**config.mk**
```make
export PLATFORM = sky130hd
export DESIGN_NAME = racetrack_shift_ctrl
export DESIGN_NICKNAME = d
export VERILOG_FILES = /design/src/rtl/racetrack_defines.sv /design/src/rtl/racetrack_pulse_gen.sv /design/src/rtl/racetrack_shift_ctrl.sv
export SDC_FILE = /design/constraint.sdc
export NUM_CORES = 1
export LEC_CHECK = 0
export CAP_MARGIN = 25
export CORE_UTILIZATION = 55
export CTS_CLUSTER_SIZE = 25
export DETAILED_ROUTE_END_ITERATION = 8
export GPL_ROUTABILITY_DRIVEN = 1
export PLACE_DENSITY = 0.87
export SLEW_MARGIN = 20
export SYNTH_ARGS = -nofsm -noshare
export SYNTH_HDL_FRONTEND = slang
export SYNTH_SLANG_ARGS = --single-unit
```
**constraint.sdc**
```tcl
create_clock -name clk_i -period 3.16 [get_ports clk_i]
set_clock_uncertainty 0.05 [all_clocks]
set_input_delay 0.474 -clock clk_i [delete_from_list [all_inputs] [get_ports clk_i]]
set_output_delay 0.474 -clock clk_i [all_outputs]
set_load 0.05 [all_outputs]
```
**src/rtl/racetrack_defines.sv**
```systemverilog
// Shared definitions for the racetrack array control blocks.
//   shift_state_t      : state encoding of the shift sequencer FSM
//   SHIFT_PULSE_PERIOD : default number of cycles per shift pulse
//   shift_is_active()  : true while a pulse train is running
package racetrack_defines;

  localparam int unsigned SHIFT_PULSE_PERIOD = 2;

  typedef enum logic [2:0] {
    S_IDLE,
    S_SHIFT_SET,
    S_DONE_SET,
    S_SHIFT_RST,
    S_DONE_RST
  } shift_state_t;

  function automatic logic shift_is_active(input shift_state_t st);
    return (st == S_SHIFT_SET) || (st == S_SHIFT_RST);
  endfunction

endpackage

```
**src/rtl/racetrack_pulse_gen.sv**
```systemverilog
// Period counter for the shift pulse train.
//   clk_i   : clock
//   rst_i   : synchronous active-high reset
//   en_i    : run the counter; low holds it at phase 0
//   pulse_o : high on the first cycle of every period while enabled
//   tc_o    : terminal-count strobe, high on the last cycle of every period
module racetrack_pulse_gen
  import racetrack_defines::*;
#(
  parameter int unsigned PULSE_PERIOD = SHIFT_PULSE_PERIOD
) (
  input  logic clk_i,
  input  logic rst_i,
  input  logic en_i,
  output logic pulse_o,
  output logic tc_o
);

  // A period of 1 still needs a 1-bit counter so the ports stay legal.
  localparam int unsigned PW = (PULSE_PERIOD > 1) ? $clog2(PULSE_PERIOD) : 1;
  localparam logic [PW-1:0] LAST = PW'(PULSE_PERIOD - 1);

  logic [PW-1:0] phase_q;

  always_ff @(posedge clk_i) begin
    if (rst_i || !en_i || (phase_q == LAST)) begin
      phase_q <= '0;
    end else begin
      phase_q <= phase_q + PW'(1);
    end
  end

  // Gating with en_i means a dropped enable kills the pulse in the same cycle.
  assign pulse_o = en_i && (phase_q == '0);
  assign tc_o    = en_i && (phase_q == LAST);

endmodule

```
**src/rtl/racetrack_shift_ctrl.sv**
```systemverilog
// Shift sequencer for the racetrack array. Converts the block controller's
// set/reset shift enables into a counted train of shift pulses with a fixed
// direction, reports completion as level signals, and remembers the set
// distance so a reset shift can return the track by the same amount.
//   clk_i, rst_i        : clock, synchronous active-high reset
//   shift_en_s_i        : set-shift request (level)
//   shift_en_r_i        : reset-shift request (level)
//   shift_s_i           : direction sampled at load (1=left, 0=right)
//   source_shift_sel_i  : reset distance source (1=saved set count, 0=n_shift_i)
//   n_shift_i           : requested distance, sampled at load
//   shift_pulse_o       : shift current pulse
//   shift_dir_o         : registered direction of the train
//   shift_done_s_o      : set shifts complete (level)
//   shift_done_r_o      : reset shifts complete (level)
//   busy_o              : pulse train in progress
//   err_o               : sticky protocol error
module racetrack_shift_ctrl
  import racetrack_defines::*;
#(
  parameter int unsigned CNT_WIDTH    = 10,
  parameter int unsigned PULSE_PERIOD = SHIFT_PULSE_PERIOD
) (
  input  logic                 clk_i,
  input  logic                 rst_i,
  input  logic                 shift_en_s_i,
  input  logic                 shift_en_r_i,
  input  logic                 shift_s_i,
  input  logic                 source_shift_sel_i,
  input  logic [CNT_WIDTH-1:0] n_shift_i,
  output logic                 shift_pulse_o,
  output logic                 shift_dir_o,
  output logic                 shift_done_s_o,
  output logic                 shift_done_r_o,
  output logic                 busy_o,
  output logic                 err_o
);

  shift_state_t         state_q, state_d;
  logic [CNT_WIDTH-1:0] rem_q, rem_d;
  logic [CNT_WIDTH-1:0] saved_q, saved_d;
  logic [CNT_WIDTH-1:0] rst_dist;
  logic                 dir_q, dir_d;
  logic                 err_q, err_d;
  logic                 en_match;
  logic                 pg_en;
  logic                 pg_pulse;
  logic                 pg_tc;

  // The enable that keeps the current state alive.
  always_comb begin
    en_match = 1'b0;
    case (state_q)
      S_SHIFT_SET, S_DONE_SET: en_match = shift_en_s_i;
      S_SHIFT_RST, S_DONE_RST: en_match = shift_en_r_i;
      default:                 en_match = 1'b0;
    endcase
  end

  // Reset and a dropped enable both stop the train without a final pulse.
  assign pg_en = shift_is_active(state_q) && en_match && !rst_i;

  racetrack_pulse_gen #(
    .PULSE_PERIOD(PULSE_PERIOD)
  ) u_pulse_gen (
    .clk_i  (clk_i),
    .rst_i  (rst_i),
    .en_i   (pg_en),
    .pulse_o(pg_pulse),
    .tc_o   (pg_tc)
  );

  assign rst_dist = source_shift_sel_i ? saved_q : n_shift_i;

  always_comb begin
    state_d = state_q;
    rem_d   = rem_q;
    saved_d = saved_q;
    dir_d   = dir_q;
    err_d   = err_q;

    case (state_q)
      S_IDLE: begin
        if (shift_en_s_i) begin
          rem_d   = n_shift_i;
          saved_d = n_shift_i;
          dir_d   = shift_s_i;
          if (shift_en_r_i) begin
            err_d = 1'b1;
          end
          state_d = (n_shift_i != '0) ? S_SHIFT_SET : S_DONE_SET;
        end else if (shift_en_r_i) begin
          rem_d   = rst_dist;
          dir_d   = shift_s_i;
          state_d = (rst_dist != '0) ? S_SHIFT_RST : S_DONE_RST;
        end
      end

      S_SHIFT_SET, S_SHIFT_RST: begin
        if (!en_match) begin
          // Saved count is intentionally left as loaded.
          err_d   = 1'b1;
          state_d = S_IDLE;
        end else if (pg_tc) begin
          // Saturating decrement: the last period lands on zero and stops there.
          if (rem_q <= CNT_WIDTH'(1)) begin
            rem_d   = '0;
            state_d = (state_q == S_SHIFT_SET) ? S_DONE_SET : S_DONE_RST;
          end else begin
            rem_d = rem_q - CNT_WIDTH'(1);
          end
        end
      end

      S_DONE_SET, S_DONE_RST: begin
        if (!en_match) begin
          state_d = S_IDLE;
        end
      end

      default: state_d = S_IDLE;
    endcase
  end

  always_ff @(posedge clk_i) begin
    if (rst_i) begin
      state_q <= S_IDLE;
      rem_q   <= '0;
      saved_q <= '0;
      dir_q   <= 1'b0;
      err_q   <= 1'b0;
    end else begin
      state_q <= state_d;
      rem_q   <= rem_d;
      saved_q <= saved_d;
      dir_q   <= dir_d;
      err_q   <= err_d;
    end
  end

  assign shift_pulse_o  = pg_pulse;
  assign shift_dir_o    = dir_q;
  assign shift_done_s_o = (state_q == S_DONE_SET);
  assign shift_done_r_o = (state_q == S_DONE_RST);
  assign busy_o         = shift_is_active(state_q);
  assign err_o          = err_q;

endmodule

```
==> impl_metrics.tcl, run 1 <==
set metrics [dict create \
    core_outline_area_um2 2781 \
    detailedRoute.firstIterationViolations 46 \
    holdCritPathClass "reg -> reg" \
    final_max_slew_viol_count 0 \
    worstMarginPinSlew_ns 0.8058 \
    synth.ff_latch_count 26 \
    die_h_um 56.26 \
    holdPathEnd "saved_q[8]" \
    p_comb_share_pct 55.1 \
    cts.hold.buffers_added 0 \
    hold_viol 0 \
    run_status "completed" \
    insertedDiodeCount 0 \
    cell_types_occupying_the_most_area_after_synthesis "dfxtp_1 (32%), mux2i_1 (8.0%), a21oi_1 (6.8%)" \
    synth_warnings 0 \
    initial_antenna_violation_count 0 \
    worstHoldStart "saved_q[8]" \
    maximum_capacitance_violations 0 \
    finalSetupViolations 0 \
    most_common_cell_in_the_synthesized_netlist "nand2_1" \
    synth_enable_flop_cells 0 \
    die-area_um2 3165 \
    worstSkewPairLatency_ns 0.33 \
    clkPwrFrac_pct 11.1 \
    clock_path_buffers 2 \
    initial_core_util_pct 58.21 \
    power.share.sequential_pct 33.8 \
    drcViolationCount 0 \
    via_count_of_the_first_global_routing_pass 1473 \
    netlist-cell-type-count 39 \
    track_usage_pct 24.95 \
    power.density_cell_area_nw_per_um2 853.8 \
    setup_tns_ns 0 \
    dr_total_vias 1606 \
    dominantRegCellSynth "dfxtp_1" \
    critPathArrivalTime_ns 2.13 \
    drt_wl_total_um 3763 \
    period_share_pct 84.05 \
    netSwitchingFraction_pct 46.95 \
    startpoint_type "flop" \
    worstRegToRegCells 5 \
    slew_headroom_pct 46.17 \
    layout-drive-gt1-share_pct 7.522 \
    drt_first_pass_iters 4 \
    syn_area_per_cell_um2 7.637 \
    cts_post_setup_buffers_inserted 0 \
    netlist.area_leader.share_pct 32.15 \
    post_cts_resized 0 \
    synth_largest_area_cell "dfxtp_1" \
    crit_type "reg -> out" \
    detailedPlace.worstSlack_ns 0.5912 \
    globalRoute.totalOverflow 0 \
    post_synth_most_frequent_cells "nand2_1 (28), dfxtp_1 (26), a21oi_1 (22), nor2_1 (21), mux2i_1 (13)" \
    gp_routability_congestion 0.8643 \
    synthesis.instances 212 \
    root_buffer "clkbuf_4" \
    timing.fmax_ghz 0.3765 \
    htreeDepth 1 \
    grt_start_max_net_pins 30 \
    worst_setup_path_end_kind "primary output" \
    postLayoutSetupSlackWorst_ns 0.5041 \
    async_flop_share_pct 0 \
    syn-num-nets 230 \
    grt.busiest_layer "met2" \
    timing.final.crit_period_ns 2.656 \
    timing.critical_path.fanout_max 13 \
    num_io_pins 22 \
    synth_seq_area_share_pct 32.15 \
    postRouteAntennaNets 0 \
    gr-usage-met2_pct 41.16 \
    detailedPlacementHpwl_um 2627 \
    rsz0062_at_grt "false" \
    place.port_buffers 21 \
    switching_power_summed_over_all_nets_mw 0.7512 \
    grt_pass1_wl_um 6299 \
    cellLeakagePower_nw 0.7181 \
    routedWlPerCell_um 14.64 \
    r2r-start "rem_q[2]" \
    cts_made_buffers 3 \
    holdPathStages 2 \
    die_w_um 56.26 \
    routed_via_density 6.249 \
    cts_sinks 26 \
    area_growth_syn_to_layout_pct 15.77 \
    worstReg2RegEnd "rem_q[1]" \
    cts.reportedPaths.clkPinSlew_ns 0.15 \
    cp.required_ns 2.64 \
    use_met3_pct 5.300 \
    finish.net_count 245 \
    grt_use_met1_pct 32.06 \
    timing.reg2reg.setup_slack_ns 1.02 \
    worst_ir_drop_vdd_v 0.0005566 \
    number_of_core_rows 19 \
    cts_tree "yes" \
    syn_area_um2 1619 \
    internal_power_mw 0.8489 \
]
-- power by group through the flow --
| stage | clock (mW) | combinational (mW) | sequential (mW) |
|---|---|---|---|
| final | 0.178 | 0.882 | 0.540 |
| after global routing | 0.186 | 0.977 | 0.554 |
| after CTS | 0.175 | 0.874 | 0.535 |
| after detailed placement | 0 | 0.864 | 0.543 |
| after global placement | 0 | 0.854 | 0.540 |
| after floorplan | 0 | 0.702 | 0.521 |
-- logic make-up (layout without fill, tap and decap cells) --
family          after synthesis  after routing  synth area share (%)
simple gates                 89             89                 27.36
compound gates               63             63                 25.42
flops                        26             26                 32.15
buf+inv                      18             32                 4.792
mux                          14             14                 8.732
fa+ha+maj                     2              2                 1.545
-- worst max-delay path by stage --
stage,start,to,slack [ns],cells after the start
after floorplan,state_q[0],shift_pulse_o,0.24,4
after global placement,n_shift_i[4],state_q[2],0.62,6
after detailed placement,shift_en_s_i,rem_q[4],0.59,6
after CTS,state_q[1],shift_done_r_o,0.53,4
after global routing,state_q[1],shift_done_r_o,0.38,4
final,state_q[1],shift_done_r_o,0.50,4
-- worst max-delay path, stage by stage, from the launching register on --
cell and delay [ns]:
dfxtp_1 0.47, nor2_1 0.35, nand2_1 0.12, inv_1 0.07
clkdlybuf4s50_1 0.79
-- registers in the layout, indices dropped and copies added (netlist names) --
name                 flops
err_o                    1
state_q                  3
u_pulse_gen.phase_q      1
saved_q                 10
rem_q                   10
shift_dir_o              1
-- cell usage in the layout, fill, tap and decap left out, types with 2 or more instances in the layout --
cell type / count
a31oi_1: 2
o21ai_1: 7
or3_1: 3
mux2i_1: 13
nand3_1: 2
inv_1: 5
buf_4: 3
o21ai_0: 9
ha_1: 2
a21oi_1: 22
a211oi_1: 3
clkbuf_4: 3
o21bai_1: 2
clkdlybuf4s50_1: 19
nand2b_1: 4
dfxtp_1: 26
nor2b_1: 4
nor2_1: 21
and2_1: 2
nor4_1: 5
o21ba_2: 2
nor3_1: 10
a32oi_1: 4
a211o_1: 2
o22ai_1: 4
nand2_1: 28
nor4b_1: 2
o32ai_1: 2
or4_1: 2
-- metrics by stage --
stage                     util, %  power (mW)  cells  instance area (um2)  hold slack (ns)
after floorplan                 -       1.224    212                 1625           0.3978
after global placement      66.08       1.394    253                 1838           0.4079
after detailed placement    66.08       1.407    253                 1838           0.4133
after CTS                   67.39       1.583    257                 1874           0.4321
after global routing        67.39       1.717    257                 1874           0.4495
final                       67.39       1.600    257                 1874           0.4296
-- cell type report --
| cell class | count | area, um2 |
|---|---|---|
| clock buffers | 4 | 36.28 |
| flip-flops and latches | 26 | 520.5 |
| inverters | 5 | 18.77 |
| multi-input cells | 168 | 1027 |
| fillers | 228 | 907.1 |
| well taps | 31 | 38.79 |
| repair buffers | 23 | 232.7 |
-- routing by layer --
layer,vias to the layer above,part of all wire (%)
li1,805,-
met1,749,45
met2,45,48
met3,7,5.9
met4,0,1.1
met5,-,0
Power figures use the tool's default switching activity.
==> run 2: changes to the inputs <==
Settings changed: CORE_UTILIZATION 55 to 54, PLACE_DENSITY 0.87 to 0.86.
Clock period 3.16 ns to 2.5 ns, I/O delays scaled along.
==> run 2 against run 1 <==
Effect of this change: utilization up 2.6 points; routed wire length grew 4.3%; largest power group unchanged; critical path type unchanged; sequential share of layout area down 1.2 points; worst hold slack improved by 0.0095 ns; via count increased by 2.5%; design area grew 4.7%; sequential power up 21%; die area grew 1.8%; register-to-register slack worse by 0.55 ns; largest cell class unchanged; global-route usage grew 0.61 points; non-clock buffer count up 5; highest routed layer unchanged; critical endpoint unchanged.
==> impl_metrics.tcl, run 2 (synthesized netlist as in run 1, its figures left out) <==
set metrics [dict create \
    run_status "completed" \
    finalSetupViolations 0 \
    postRouteAntennaNets 0 \
    worst_ir_drop_vdd_v 0.0006874 \
    cts_post_setup_buffers_inserted 0 \
    worst_setup_path_end_kind "primary output" \
    cts_made_buffers 3 \
    die_w_um 56.76 \
    final_max_slew_viol_count 0 \
    cts_sinks 26 \
    number_of_core_rows 19 \
    cellLeakagePower_nw 0.7607 \
    reg_top3 "rem_q x10, saved_q x10, state_q x3" \
    cts.hold.buffers_added 0 \
    area_growth_syn_to_layout_pct 21.17 \
    root_buffer "clkbuf_4" \
    drt_wl_total_um 3926 \
    p_total_mw 2.178 \
    slew_headroom_pct 42.09 \
    core_outline_area_um2 2805 \
    routed_via_density 6.282 \
    insertedDiodeCount 0 \
    holdCritPathClass "reg -> reg" \
    num_io_pins 22 \
    power.density_cell_area_nw_per_um2 1110 \
    track_usage_pct 25.56 \
    worstSkewPairLatency_ns 0.33 \
    timing.fmax_ghz 0.4254 \
    hold_viol 0 \
    htreeDepth 1 \
    gr-usage-met2_pct 42.52 \
    timing.critical_path.fanout_max 5 \
    dr_total_vias 1646 \
    detailedPlacementHpwl_um 2843 \
    critPathArrivalTime_ns 1.93 \
    crit_type "reg -> out" \
    use_met3_pct 5.300 \
    die-area_um2 3221 \
    grt_use_met1_pct 34.09 \
    worstMarginPinSlew_ns 0.8669 \
    rsz0062_at_grt "false" \
    filler_cell_count 221 \
    mostFrequentLayoutCells "nand2_1 (28), dfxtp_1 (26), a21oi_1 (22), nor2_1 (21), clkdlybuf4s50_1 (19)" \
    drcViolationCount 0 \
    via_count_of_the_first_global_routing_pass 1472 \
    initial_core_util_pct 57.72 \
    die_h_um 56.76 \
    timing.final.crit_period_ns 2.351 \
    globalRoute.totalOverflow 0 \
    layout-drive-gt1-share_pct 9.524 \
    post_cts_resized 0 \
    clock_path_buffers 2 \
    setup_tns_ns 0 \
    drt_first_pass_iters 4 \
    grt_start_max_net_pins 30 \
    place.port_buffers 21 \
    initial_antenna_violation_count 0 \
    grt.busiest_layer "met2" \
    startpoint_type "flop" \
    layout.cells.most_common "nand2_1" \
    routedWlPerCell_um 14.98 \
    detailedRoute.firstIterationViolations 59 \
    maximum_capacitance_violations 0 \
    finish.net_count 250 \
    period_share_pct 94.04 \
    cts_tree "yes" \
    cp.required_ns 2.08 \
    grt_pass1_wl_um 6617 \
    cts.reportedPaths.clkPinSlew_ns 0.15 \
    gp_routability_congestion 0.8537 \
]
## run 2: final timing paths
kind	startpoint	to	slack (ns)	depth (start not counted)
min reg2reg	saved_q[3]	saved_q[3]	0.44	2
max reg2reg	rem_q[2]	state_q[2]	0.47	5
min	saved_q[3]	saved_q[3]	0.44	2
max	state_q[1]	shift_done_r_o	0.15	4
## run 2: worst max-delay path, cell delays in order (launching register included)
cell and delay [ns]:
dfxtp_1 0.35, nor2_1 0.28, nand2_1 0.12, inv_1 0.07, clkdlybuf4s50_1 0.79
## run 2: metrics by stage
step           setup slack (ns)  instance area [um2]  hold slack (ns)  instances  utilization [%]
6_report                 0.1491                 1962           0.4392        262            69.94
3_5_place_dp          -0.006662                 1909           0.4237        258            68.06
4_1_cts                  0.1547                 1962           0.4433        262            69.94
5_1_grt                 0.03156                 1962           0.4654        262            69.94
3_3_place_gp             0.1087                 1909           0.4090        258            68.06
2_1_floorplan            0.2943                 1635           0.3983        212                -
## run 2: cell type report
type | instances | area [um2] | share of cell area [%]
multi-input cells | 168 | 1036 | 52.81
repair buffers | 28 | 295.3 | 15.05
inverters | 5 | 18.77 | 0.9566
clock buffers | 3 | 22.52 | 1.148
well taps | 31 | 38.79 | 1.977
clock inverters | 1 | 30.03 | 1.531
flip-flops and latches | 26 | 520.5 | 26.53
## run 2: metal layers
layer  vias to the layer above  part of all wire, %
met5                         -                    0
met4                         0                 0.66
met3                         6                  7.0
met2                        64                   48
met1                       765                   44
li1                        811                    -
## run 2: power breakdown
part	internal [mW]	switching, mW	leakage [nW]
clock network	0.162	0.133	0.0279
logic	0.502	0.726	0.519
registers	0.534	0.121	0.213
total	1.20	0.980	0.761
==> run 3: changes to the inputs <==
Settings changed: CAP_MARGIN 25 to default, CORE_MARGIN from default to 2.
==> run 3 against run 2 <==
Effect of this change: combinational power about the same; maximum frequency decreased by 0.63%; sequential share of layout area about the same; non-clock buffer count increased by 2; register-to-register slack improved by 0.02 ns; die area increased by 7.2%; final cell count increased by 0.76%; count of clock-buffer cells in the layout unchanged; utilization increased by 0.089 points; design area increased by 0.13%; worst hold slack got worse by 0.0076 ns; global-route usage decreased by 1.2 points; critical path type unchanged; largest cell class unchanged.
==> impl_metrics.tcl, run 3 (synthesized netlist as in run 1, its figures left out) <==
set metrics [dict create \
    insertedDiodeCount 0 \
    rsz0062_at_grt "false" \
    crit_type "reg -> out" \
    switching_power_summed_over_all_nets_mw 0.9536 \
    routed_via_density 6.114 \
    drt_wl_total_um 3730 \
    clkPwrFrac_pct 13.7 \
    die_w_um 58.76 \
    die-area_um2 3452 \
    worst_setup_path_end_kind "primary output" \
    clock_path_buffers 2 \
    timing.critical_path.fanout_max 5 \
    power.share.sequential_pct 30.2 \
    p_total_mw 2.152 \
    number_of_core_rows 19 \
    grt_start_max_net_pins 30 \
    reg_top3 "rem_q x10, saved_q x10, state_q x3" \
    period_share_pct 94.63 \
    globalRoute.totalOverflow 0 \
    worstRegToRegCells 6 \
    routedWlPerCell_um 14.13 \
    timing.final.crit_period_ns 2.366 \
    critical-path-max-stage-delay_ns 0.79 \
    run_status "completed" \
    gp_routability_congestion 0.8516 \
    cts_post_setup_buffers_inserted 0 \
    final_max_slew_viol_count 0 \
    detailedPlace.worstSlack_ns 0.09474 \
    postRouteAntennaNets 0 \
    internal_power_mw 1.198 \
    cts_sinks 26 \
    drt_first_pass_iters 4 \
    cts_tree "yes" \
    worstMarginPinSlew_ns 0.7999 \
    cp.required_ns 2.08 \
    detailedRoute.firstIterationViolations 85 \
    cts_made_buffers 3 \
    dr_total_vias 1614 \
    die_h_um 58.76 \
    worst_ir_drop_vdd_v 0.0005599 \
    fin_area_um2 1964 \
    hold_viol 0 \
    worstReg2RegEnd "rem_q[9]" \
    area_growth_syn_to_layout_pct 21.33 \
    num_io_pins 22 \
    netSwitchingFraction_pct 44.32 \
    timing.fmax_ghz 0.4227 \
    timing.reg2reg.setup_slack_ns 0.49 \
    detailedPlacementHpwl_um 2712 \
    holdCritPathClass "reg -> reg" \
    grt_pass1_wl_um 6589 \
    track_usage_pct 24.32 \
    worstHoldStart "saved_q[2]" \
    utilization_pct 70.03 \
    core_outline_area_um2 2805 \
    postLayoutSetupSlackWorst_ns 0.1342 \
    p_comb_share_pct 56.2 \
    initial_antenna_violation_count 0 \
    critPathSlowestCell "clkdlybuf4s50_1" \
    place.port_buffers 21 \
    layout-drive-gt1-share_pct 10.30 \
    drcViolationCount 0 \
    layout.cells.most_common "nand2_1" \
    setup_tns_ns 0 \
    post_cts_resized 0 \
    r2r-start "rem_q[2]" \
    htreeDepth 1 \
    slew_headroom_pct 46.56 \
    finalSetupViolations 0 \
    maximum_capacitance_violations 0 \
    cellLeakagePower_nw 0.7645 \
    dpl-instance-area_um2 1912 \
    cts.reportedPaths.clkPinSlew_ns 0.15 \
    cts.hold.buffers_added 0 \
    holdPathStages 2 \
    finish.net_count 252 \
    mostFrequentLayoutCells "nand2_1 (28), dfxtp_1 (26), a21oi_1 (22), nor2_1 (21), clkdlybuf4s50_1 (19)" \
    worstSkewPairLatency_ns 0.33 \
    holdPathEnd "saved_q[2]" \
    critical_path.cell_chain "nor2_1 -> nand2_1 -> inv_1 -> clkdlybuf4s50_1" \
    initial_core_util_pct 57.72 \
    startpoint_type "flop" \
    root_buffer "clkbuf_4" \
    via_count_of_the_first_global_routing_pass 1463 \
    power.density_cell_area_nw_per_um2 1095 \
    critPathArrivalTime_ns 1.94 \
]
[run 3: changes by cell type in the layout (fill, tap and decap cells not counted)]
cell / delta
buf_4: +3
buf_12: -1
[run 3: per-stage QoR]
| stage | hold slack [ns] | cells |
|---|---|---|
| floorplan | 0.3983 | 212 |
| global placement | 0.4098 | 260 |
| detailed placement | 0.4138 | 260 |
| CTS | 0.4333 | 264 |
| global route | 0.4580 | 264 |
| finish | 0.4316 | 264 |
[run 3: power by group through the flow]
stage                     registers [mW]  clock network [mW]  logic [mW]
after floorplan                    0.660                   0       0.894
after global placement             0.654                   0        1.18
after detailed placement           0.658                   0        1.19
after CTS                          0.648               0.297        1.20
after global routing               0.671               0.318        1.35
final                              0.649               0.294        1.21
[run 3: layout make-up]
class	instances	area, um2
clock buffers	3	22.52
clock inverters	1	30.03
fillers	223	840.8
inverters	5	18.77
multi-input cells	168	1036
flip-flops and latches	26	520.5
well taps	31	38.79
repair buffers	30	297.8
[run 3: worst max-delay path: cells and delay by family, from the launching register on]
| kind | cells | cell delay, ns |
|---|---|---|
| AND/OR/NAND/NOR | 2 | 0.41 |
| flip-flops | 1 | 0.34 |
| buffers and inverters | 2 | 0.86 |
[run 3: worst max path at each step]
stage	startpoint	end	slack (ns)	cells past startpoint
floorplan	state_q[0]	shift_pulse_o	0.29	4
global placement	n_shift_i[4]	state_q[2]	0.11	6
detailed placement	n_shift_i[4]	state_q[2]	0.09	6
CTS	state_q[0]	shift_done_r_o	0.14	4
global route	state_q[0]	shift_done_r_o	0.007	4
finish	state_q[0]	shift_done_r_o	0.13	4
[run 3: metal layers]
metal  up-vias  global-route usage, %  share of wire (%)
met5         -                      0                  0
met4         0                  6.169               0.48
met3         4                  3.736                4.4
met2        48                  38.41                 49
met1       746                  34.65                 46
li1        816                      -                  -
